<file path="src/rtl/tx_lane_scheduler_pkg.sv">
// Shared definitions for the TX byte-lane scheduler: state encoding and lane constants.
package tx_lane_scheduler_pkg;

    localparam int unsigned BYTE_W            = 8;
    localparam int unsigned MAX_BURST_DEFAULT = 4;

    typedef enum logic [1:0] {
        StIdle   = 2'd0,
        StServe0 = 2'd1,
        StServe1 = 2'd2
    } state_e;

endpackage

</file>
<file path="src/rtl/tx_out_stage.sv">
// Registered byte/valid/source slot feeding the serializer; holds its byte while out_ready is low.
module tx_out_stage
    import tx_lane_scheduler_pkg::*;
(
    input  logic              clk,
    input  logic              reset_L,
    input  logic              i_load,
    input  logic [BYTE_W-1:0] i_data,
    input  logic              i_src,
    input  logic              i_ready,
    output logic [BYTE_W-1:0] o_data,
    output logic              o_valid,
    output logic              o_src,
    output logic              o_slot_free
);

    logic [BYTE_W-1:0] r_data;
    logic              r_valid;
    logic              r_src;

    // Loads are only issued while the slot is free, so a load never overwrites an unsent byte.
    always_ff @(posedge clk or negedge reset_L) begin
        if (!reset_L) begin
            r_data  <= '0;
            r_valid <= 1'b0;
            r_src   <= 1'b0;
        end else if (i_load) begin
            r_data  <= i_data;
            r_valid <= 1'b1;
            r_src   <= i_src;
        end else if (i_ready) begin
            r_valid <= 1'b0;
        end
    end

    assign o_data      = r_data;
    assign o_valid     = r_valid;
    assign o_src       = r_src;
    assign o_slot_free = !r_valid || i_ready;

endmodule

</file>
<file path="src/rtl/tx_lane_scheduler.sv">
// Work-conserving round-robin arbiter with bounded bursts sharing one TX byte lane
// between two valid/ready requesters; output is registered in tx_out_stage.
module tx_lane_scheduler
    import tx_lane_scheduler_pkg::*;
#(
    parameter int unsigned MAX_BURST = MAX_BURST_DEFAULT,
    parameter int unsigned CNT_W     = 4
) (
    input  logic              clk,
    input  logic              reset_L,
    input  logic [BYTE_W-1:0] in0_data,
    input  logic              in0_valid,
    output logic              in0_ready,
    input  logic [BYTE_W-1:0] in1_data,
    input  logic              in1_valid,
    output logic              in1_ready,
    input  logic              out_ready,
    output logic [BYTE_W-1:0] out_data,
    output logic              out_valid,
    output logic              out_src
);

    state_e            r_state, w_state_nxt;
    logic              r_rr_ptr, w_rr_nxt;
    logic [CNT_W-1:0]  r_burst_cnt, w_burst_nxt, w_burst_inc;
    logic              w_slot_free;
    logic              w_xfer0, w_xfer1, w_load;
    logic [BYTE_W-1:0] w_load_data;
    logic              w_own_src, w_own_valid, w_other_valid;
    state_e            w_other_state;

    assign in0_ready   = (r_state == StServe0) && w_slot_free;
    assign in1_ready   = (r_state == StServe1) && w_slot_free;
    assign w_xfer0     = in0_valid && in0_ready;
    assign w_xfer1     = in1_valid && in1_ready;
    assign w_load      = w_xfer0 || w_xfer1;
    assign w_load_data = w_xfer1 ? in1_data : in0_data;

    assign w_own_src     = (r_state == StServe1);
    assign w_own_valid   = w_own_src ? in1_valid : in0_valid;
    assign w_other_valid = w_own_src ? in0_valid : in1_valid;
    assign w_other_state = w_own_src ? StServe0 : StServe1;
    assign w_burst_inc   = r_burst_cnt + CNT_W'(1);

    always_comb begin
        w_state_nxt = r_state;
        w_rr_nxt    = r_rr_ptr;
        w_burst_nxt = r_burst_cnt;
        case (r_state)
            StIdle: begin
                if (in0_valid && in1_valid) begin
                    w_state_nxt = r_rr_ptr ? StServe1 : StServe0;
                end else if (in0_valid) begin
                    w_state_nxt = StServe0;
                end else if (in1_valid) begin
                    w_state_nxt = StServe1;
                end
            end
            StServe0, StServe1: begin
                if (!w_own_valid) begin
                    w_burst_nxt = '0;
                    if (w_other_valid) begin
                        w_state_nxt = w_other_state;
                        w_rr_nxt    = !w_own_src;
                    end else begin
                        w_state_nxt = StIdle;
                    end
                end else if (w_slot_free) begin
                    // Burst limit only yields when the other side is actually waiting.
                    if (w_burst_inc == CNT_W'(MAX_BURST)) begin
                        w_burst_nxt = '0;
                        if (w_other_valid) begin
                            w_state_nxt = w_other_state;
                            w_rr_nxt    = !w_own_src;
                        end
                    end else begin
                        w_burst_nxt = w_burst_inc;
                    end
                end
            end
            default: begin
                w_state_nxt = StIdle;
                w_burst_nxt = '0;
            end
        endcase
    end

    always_ff @(posedge clk or negedge reset_L) begin
        if (!reset_L) begin
            r_state     <= StIdle;
            r_rr_ptr    <= 1'b0;
            r_burst_cnt <= '0;
        end else begin
            r_state     <= w_state_nxt;
            r_rr_ptr    <= w_rr_nxt;
            r_burst_cnt <= w_burst_nxt;
        end
    end

    tx_out_stage u_out_stage (
        .clk         (clk),
        .reset_L     (reset_L),
        .i_load      (w_load),
        .i_data      (w_load_data),
        .i_src       (w_xfer1),
        .i_ready     (out_ready),
        .o_data      (out_data),
        .o_valid     (out_valid),
        .o_src       (out_src),
        .o_slot_free (w_slot_free)
    );

endmodule

</file>
<file path="config.mk">
export PLATFORM = sky130hd
export DESIGN_NAME = tx_lane_scheduler
export DESIGN_NICKNAME = d
export VERILOG_FILES = /design/src/rtl/tx_lane_scheduler_pkg.sv /design/src/rtl/tx_out_stage.sv /design/src/rtl/tx_lane_scheduler.sv
export SDC_FILE = /design/constraint.sdc
export NUM_CORES = 1
export LEC_CHECK = 0
export CORE_MARGIN = 2
export CORE_UTILIZATION = 45
export CTS_CLUSTER_SIZE = 14
export DETAILED_ROUTE_END_ITERATION = 10
export PLACE_DENSITY = 0.78
export REMOVE_ABC_BUFFERS = 1
export SLEW_MARGIN = 20
export SYNTH_ARGS = -nofsm -noshare
export SYNTH_HDL_FRONTEND = slang
export SYNTH_SLANG_ARGS = --single-unit
</file>
<file path="constraint.sdc">
create_clock -name clk -period 4.67 [get_ports clk]
set_clock_uncertainty 0.2 [all_clocks]
set_input_delay 1.1675 -clock clk [delete_from_list [all_inputs] [get_ports clk]]
set_output_delay 1.1675 -clock clk [all_outputs]
set_load 0.03 [all_outputs]
</file>
==> summary.md, run 1 <==
| Metric | Value |
|---|---|
| Placed inst area | 1364 sq um |
| # fillers | 197 |
| Post-cts hold buffer count | 0 |
| Critical Path Slowest Stage Cell | clkdlybuf4s50_1 |
| Number of placed instances, taps included | 166 |
| Post-Layout Cell Count | 170 |
| Max IR drop VDD | 478.0 uV |
| Vias in the first global route | 839 |
| Worst-skew pair later-pin latency | 0.29 ns |
| Final hold vios | 0 |
| Setup repair bufs after CTS | 0 |
| Area of the core | 2212 sq um |
| DR iter-0 viols | 21 |
| WHS | 0.3064 ns |
| Switching fraction of total power | 43.79% |
| Tmin final | 4.166 ns |
| H-tree levels | 1 |
| Crit end category | output port |
| Worst path arrival time | 2.80 ns |
| Grt ovf | 0 |
| Hold path depth | 2 |
| Unrepaired setup endpoints after global routing | no |
| Comb pwr share | 60.0% |
| TNS Setup | 0 ns |
| Clk pwr share | 9.7% |
| Status | finished clean |
| Antenna cells | 0 |
| Area of the multi-input gates | 568.0 sq um |
| Max_cap viols | 0 |
| Worst Tran Pin Value | 0.7429 ns |
| CP Launch Type | input pin |
| Global Route Usage Sum | 17.41% |
| Pin count of the biggest net entering global routing | 19 |
| Die Span Y | 52.39 um |
| Antenna violations before repair | 0 |
| Die X | 52.39 um |
| Post-Synth Adder-Cell Area | 7.126% |
| Required @ worst endpoint | 3.30 ns |
| Detailed-route wire length per cell | 12.76 um |
| Mux cell area share after synthesis | 9.739% |
| Reg-to-Reg Start | r_burst_cnt[0] |
| CP Class | in -> out |
| Synth Area per Inst | 9.491 sq um |
| Slew HR | 50.32% |
| Vias | 929 |
| Hold Path Class | reg -> reg |
| Initial Utilization | 47.62% |
| Max FO, Critical Path | 9 |
| Layout cells sized above 1 | 10.56% |
| Synth Area in Compound Gates | 18.05% |
| Nets | 170 |
| Flops & latches, synth | 17 |
| Post-Synth XOR/XNOR Area | 0% |
| Sequential fraction of the synthesis area | 40.38% |
| NetSw | 0.3564 mW |
| Routed vias/inst | 5.465 |
| CTS tree | done |
| Most common cell after layout, fill and taps aside | clkdlybuf4s50_1 |
| Static Leak | 0.6453 nW |
| Yosys cell types | 34 |
| I/O Pins | 33 |
| Fmax | 240.0 MHz |
| CTS resizes | 0 |
| DRC violations left | 0 |
| Seq pwr share | 30.3% |
| HP Start | u_out_stage.o_src |
| R2R Setup Slk | 2.34 ns |
| Most frequent cells in the layout | clkdlybuf4s50_1 (32), dfrtp_1 (17), nor2_1 (13), a21oi_1 (13), nand2_1 (11) |
| Finish-stage setup viols | 0 |
| Largest family of logic cells by synthesized area | simple AND/OR/NAND/NOR gates |
| Pwr Density | 585.0 nW/um^2 |
| Fin util | 62.90% |
| Area grow syn2layout | 32.07% |
| Clk root buf | clkbuf_4 |
| Total CTS buffers | 3 |
| Most common cell on crit path | clkdlybuf4s50_1 |
| Cells along the critical path | clkdlybuf4s50_1 -> or2b_2 -> and2_0 -> clkdlybuf4s50_1 |
| Worst-path clk slew | 0.10 ns |
| Post-synthesis cell area | 1054 sq um |
| DIE AREA | 2744 sq um |
| Post-synthesis simple-gate area fraction | 19.00% |
| Period Utilization, post-route | 89.21% |
| Register area | 425.4 sq um |
| CTS max path bufs | 2 |
| Routed wire length | 2170 um |
| FP Rows | 17 |
| P_int | 0.4575 mW |
| Detail Route Antenna Nets | 0 |
| RR Endpoint | r_state[0] |
| RePlAce Congestion | 0.8501 |
| First-pass GRT wire length | 3622 um |
| # clock sinks | 17 |
| Finished Cell Area | 1391 sq um |
| DP HPWL | 1692 um |
| WHS Endpoint | u_out_stage.o_src |
| DRT Pass-1 Iters | 4 |
| Port buffer count | 32 |
| R2r worst-path depth | 6 |
| Synthesis Warnings | 0 |
| Slowest Stage Delay on Critical Path | 0.62 ns |
| Synth Instances | 111 |
| Max Slew Vio Count | 0 |
-- routing by layer --
| metal | track usage, % | vias to the layer above | wire [um] |
|---|---|---|---|
| met4 | 4.274 | 0 | 16 |
| met2 | 29.58 | 31 | 1066 |
| met5 | 0 | - | 0 |
| met3 | 5.714 | 2 | 193 |
| met1 | 21.12 | 438 | 894 |
| li1 | - | 458 | - |
-- power by group through the flow --
stage | clock, mW | sequential, mW | combinational (mW)
final | 0.0787 | 0.247 | 0.489
after floorplan | 0 | 0.331 | 0.234
after global routing | 0.0889 | 0.255 | 0.537
after CTS | 0.0811 | 0.247 | 0.492
after global placement | 0 | 0.248 | 0.475
after detailed placement | 0 | 0.250 | 0.491
-- final cells by class --
class | count | area share [%]
inverters | 4 | 1.079
clock buffers | 3 | 1.619
multi-input cells | 85 | 40.83
flip-flops and latches | 17 | 30.58
clock inverters | 1 | 0.3597
repair buffers | 32 | 23.02
well taps | 28 | 2.518
-- logic make-up (layout without fill, tap and decap cells) --
group                      count (synthesis)  in the layout
DFF                                       17             17
AOI/OAI and AO/OA                         30             30
buffers and inverters                      9             40
muxes                                     10             10
and+or+nand+nor                           39             39
adders and majority gates                  6              6
-- through the flow --
| step | worst slack [ns] | power [mW] |
|---|---|---|
| 2_1_floorplan | 1.428 | 0.5642 |
| 3_3_place_gp | 0.5137 | 0.7222 |
| 3_5_place_dp | 0.4958 | 0.7404 |
| 4_1_cts | 0.4946 | 0.8198 |
| 5_1_grt | 0.4442 | 0.8809 |
| 6_report | 0.5037 | 0.8140 |
-- synth_stat cells --
cell type	instances	share of area (%)
dfrtp_1	17	40
a21oi_1	13	6.2
nor2_1	13	4.6
nand2_1	11	3.9
mux2i_1	8	7.6
ha_1	6	7.1
o21ai_0	6	2.9
inv_1	4	1.4
nand3_1	3	1.4
a21bo_2	2	1.9
a21boi_0	2	1.4
buf_6	2	2.1
mux2_2	2	2.1
nand4_1	2	1.2
a222oi_1	1	0.95
a2bb2oi_1	1	0.83
a31o_2	1	0.83
a32o_2	1	1.1
and2_0	1	0.59
and2_1	1	0.59
and2b_1	1	0.71
buf_2	1	0.47
buf_4	1	0.71
clkdlybuf4s25_1	1	0.95
nand2_4	1	1.1
nand2b_2	1	0.83
nand3_2	1	0.95
nand3b_1	1	0.71
nor3b_1	1	0.71
o211ai_1	1	0.71
o22ai_1	1	0.59
o31ai_1	1	0.71
or2b_2	1	0.83
or4_2	1	0.83
-- worst max-delay path, delay by kind of cell --
kind | cells | cell delay [ns]
simple gates | 2 | 0.62
buf+inv | 2 | 1.01
-- worst max path at each step --
stage / startpoint / to / slack [ns] / cells after the start
6_report: out_ready / in0_ready / 0.50 / 4
5_1_grt: out_ready / in0_ready / 0.44 / 4
4_1_cts: out_ready / in0_ready / 0.49 / 4
3_5_place_dp: out_ready / in0_ready / 0.50 / 4
3_3_place_gp: out_ready / in0_ready / 0.51 / 4
2_1_floorplan: out_ready / in0_ready / 1.43 / 2
-- sequential cells by signal (all words and copies together), names as in the netlist --
name / count
u_out_stage.o_valid: 1
u_out_stage.o_data: 8
u_out_stage.o_src: 1
r_rr_ptr: 1
r_burst_cnt: 4
r_state: 2
(Power assumes the default switching activity.)
==> inputs of run 2 (changes only) <==
--- a/config.mk
+++ b/config.mk
@@ -5,13 +5,14 @@
 export SDC_FILE = /design/constraint.sdc
 export NUM_CORES = 1
 export LEC_CHECK = 0
-export CORE_MARGIN = 2
+export CORE_MARGIN = 3
 export CORE_UTILIZATION = 45
 export CTS_CLUSTER_SIZE = 14
 export DETAILED_ROUTE_END_ITERATION = 10
-export PLACE_DENSITY = 0.78
+export PLACE_DENSITY = 0.77
 export REMOVE_ABC_BUFFERS = 1
 export SLEW_MARGIN = 20
 export SYNTH_ARGS = -nofsm -noshare
 export SYNTH_HDL_FRONTEND = slang
+export SYNTH_HIERARCHICAL = 1
 export SYNTH_SLANG_ARGS = --single-unit
==> run 2 against run 1 <==
- power rose by 8.4%
- largest cell class unchanged
- largest power group unchanged
- setup slack got worse by 0.0096 ns
- register-to-register slack got worse by 0.17 ns
- area after synthesis rose by 7.2%
- flip-flop and latch count unchanged
==> summary.md, run 2 <==
| Metric | Value |
|---|---|
| Max Slew Vio Count | 0 (unchanged) |
| CP top delay family | buffers and inverters |
| FP Rows | 17 (unchanged) |
| Hold path depth | 1 (-1) |
| Synth async-reset ratio | 100.0% (unchanged) |
| Comb pwr share | 62.2% (+2.2 points) |
| Pwr Total | 0.8826 mW (+8.4%) |
| Most common cell after layout, fill and taps aside | clkdlybuf4s50_1 |
| Max_cap viols | 0 (unchanged) |
| Status | finished clean |
| Top post-synthesis cells by area | dfrtp_1 (38%), mux2_4 (12%), mux2_2 (9.0%) |
| First-pass GRT wire length | 4271 um (+18%) |
| Area of the core | 2297 sq um (+3.8%) |
| R2r worst-path depth | 7 (+1) |
| Yosys cell types | 38 (+12%) |
| Routing usage on met1 | 19.60% (-1.5 points) |
| Die X | 56.11 um (+7.1%) |
| Routing usage on met3 | 4.640% (-1.1 points) |
| Required @ worst endpoint | 3.30 ns (about the same) |
| Seq pwr share | 28.8% (-1.5 points) |
| Total CTS buffers | 3 (unchanged) |
| I/O Pins | 33 (unchanged) |
| Port buffer count | 32 (unchanged) |
| WP buf/inv | 2 (unchanged) |
| Area grow syn2layout | 31.78% |
| CP Launch Type | input pin |
| Critical Path Slowest Stage Cell | clkdlybuf4s50_1 |
| Detail Route Antenna Nets | 0 (unchanged) |
| Main synth FF type | dfrtp_1 |
| Yosys top cell by area | dfrtp_1 |
| Slowest Stage Delay on Critical Path | 0.67 ns (+0.05 ns) |
| H-tree levels | 1 (unchanged) |
| RR Endpoint | u_out_stage/o_data[3] |
| Synth Area per Inst | 11.19 sq um (+18%) |
| HP Start | u_out_stage/o_data[3] |
| Routed vias/inst | 5.491 (+0.48%) |
| Antenna cells | 0 (unchanged) |
| Antenna violations before repair | 0 (unchanged) |
| Post-cts hold buffer count | 0 (unchanged) |
| Setup repair bufs after CTS | 0 (unchanged) |
| TNS Setup | 0 ns (unchanged) |
| # fillers | 194 (-1.5%) |
| Max IR drop VDD | 400.8 uV (-16%) |
| DP HPWL | 1898 um (+12%) |
| Die Span Y | 56.11 um (+7.1%) |
| Max FO, Critical Path | 10 (+1) |
| Worst-path clk slew | 0.10 ns (about the same) |
| CP Class | in -> out |
| Grt peak-use layer | met2 |
| Dpl ws | 0.5160 ns (+0.02018 ns) |
| Max reg flops | 8 (unchanged) |
| Layout cells sized above 1 | 19.55% (+9.0 points) |
| Routed wire length | 2444 um (+13%) |
| Number of synthesized flops with an enable pin | 0 (unchanged) |
| Final worst slack | 0.4941 ns (-0.009603 ns) |
| Nets | 161 (-5.3%) |
| Flops & latches, synth | 17 (unchanged) |
| Crit end category | output port |
| RePlAce Congestion | 0.7885 (-7.2%) |
| Hold Path Class | reg -> reg |
| Unrepaired setup endpoints after global routing | no |
| WHS Endpoint | u_out_stage/o_data[3] |
| Static Leak | 0.6821 nW (+5.7%) |
| Reg-to-Reg Start | r_state[0] |
| DIE AREA | 3148 sq um (+15%) |
| Final hold vios | 0 (unchanged) |
| Vias | 884 (-4.8%) |
| Tmin final | 4.176 ns (+0.009603 ns) |
| Period Utilization, post-route | 89.42% (+0.21 points) |
| Cells along the critical path | clkdlybuf4s50_1 -> nand2b_1 -> and2_1 -> clkdlybuf4s50_1 |
| Worst path arrival time | 2.81 ns (about the same) |
| P_int | 0.5139 mW (+12%) |
| WHS | 0.3217 ns (+0.01532 ns) |
| Top-count cell post-synth | dfrtp_1 |
| CTS max path bufs | 2 (unchanged) |
| Grt ovf | 0 (unchanged) |
| Slew HR | 48.51% (-1.8 points) |
| Vias in the first global route | 970 (+16%) |
| Global Route Usage Sum | 17.12% (-0.29 points) |
| Most common cell on crit path | clkdlybuf4s50_1 |
| Most frequent cells in the layout | clkdlybuf4s50_1 (32), dfrtp_1 (17), mux2_2 (9), mux2_4 (9), inv_1 (8) |
| Fmax | 239.5 MHz (-0.23%) |
| Pwr Density | 592.8 nW/um^2 (+1.3%) |
| NetSw | 0.3687 mW (+3.4%) |
| DRC violations left | 0 (unchanged) |
| Synth Instances | 101 (-9.0%) |
| Synthesis Warnings | 6 (+6) |
| DRT Pass-1 Iters | 4 (unchanged) |
| Post-synth top area share | 37.65% (-2.7 points) |
| Pin count of the biggest net entering global routing | 18 (-1) |
| Switching fraction of total power | 41.77% (-2.0 points) |
| Finish-stage setup viols | 0 (unchanged) |
| CTS resizes | 0 (unchanged) |
| Worst Tran Pin Value | 0.7699 ns (+0.02693 ns) |
| # clock sinks | 17 (unchanged) |
| Clk pwr share | 9.0% (-0.7 points) |
| Worst-skew pair later-pin latency | 0.29 ns (about the same) |
| M2 GR Usage | 29.88% (+0.30 points) |
| Post-synthesis cell area | 1130 sq um (+7.2%) |
| Initial Utilization | 49.18% (+1.6 points) |
| Detailed-route wire length per cell | 15.18 um (+19%) |
| CTS tree | done |
| Sequential fraction of the synthesis area | 37.65% (-2.7 points) |
| R2R Setup Slk | 2.17 ns (-0.17 ns) |
| DR iter-0 viols | 17 (-19%) |
| Clk root buf | clkbuf_4 |
| Commonest cells in the netlist | dfrtp_1 (17), mux2_2 (9), mux2_4 (9), inv_1 (8), ha_1 (6) |
run 2: cell types whose count changed in the layout (fill, tap and decap cells not counted), sizes merged, moves of 4 or more:
cell | before | now
a21oi | 13 | 3
mux2i | 8 | 1
mux2 | 2 | 20
nor2 | 13 | 2
inv | 4 | 8
nand2 | 12 | 4
run 2: power groups by stage:
| stage | clock network [mW] | logic (mW) | registers, mW |
|---|---|---|---|
| after global routing | 0.0866 | 0.595 | 0.263 |
| after CTS | 0.0825 | 0.556 | 0.255 |
| after detailed placement | 0 | 0.555 | 0.255 |
| after global placement | 0 | 0.541 | 0.253 |
| after floorplan | 0 | 0.296 | 0.332 |
| final | 0.0792 | 0.549 | 0.254 |
run 2: kinds of logic after synthesis:
logic type                 after synthesis  share of synthesized area, %
AOI/OAI and AO/OA                       21                         14.84
and+or+nand+nor                         24                         12.40
adders and majority gates                6                         6.644
DFF                                     17                         37.65
buffers and inverters                   12                         4.651
muxes                                   21                         23.81
run 2: how the worst max path moves through the flow:
stage               cells after the start      start                     to
CTS                                     4  out_ready              in1_ready
global route                            4  out_ready              in1_ready
floorplan                               6  out_ready  u_out_stage/o_data[0]
finish                                  4  out_ready              in1_ready
global placement                        4  out_ready              in0_ready
detailed placement                      4  out_ready              in1_ready
run 2: stage by stage:
step                cell area [sq um]  instances  utilization, %
floorplan                        1107         97               -
global placement                 1463        157           63.67
detailed placement               1463        157           63.67
CTS                              1489        161           64.81
global route                     1489        161           64.81
finish                           1489        161           64.81
run 2: layer usage:
layer | routed length, um | vias to the layer above
met4 | 16 | 0
met2 | 1217 | 27
met3 | 154 | 2
met1 | 1055 | 425
li1 | - | 430
met5 | 0 | -
run 2: area by class of cell:
| type | instances | area, sq um | share of cell area [%] |
|---|---|---|---|
| well taps | 28 | 35.03 | 2.353 |
| clock buffers | 4 | 26.28 | 1.765 |
| multi-input cells | 72 | 651.9 | 43.78 |
| inverters | 8 | 30.03 | 2.017 |
| repair buffers | 32 | 320.3 | 21.51 |
| flip-flops and latches | 17 | 425.4 | 28.57 |
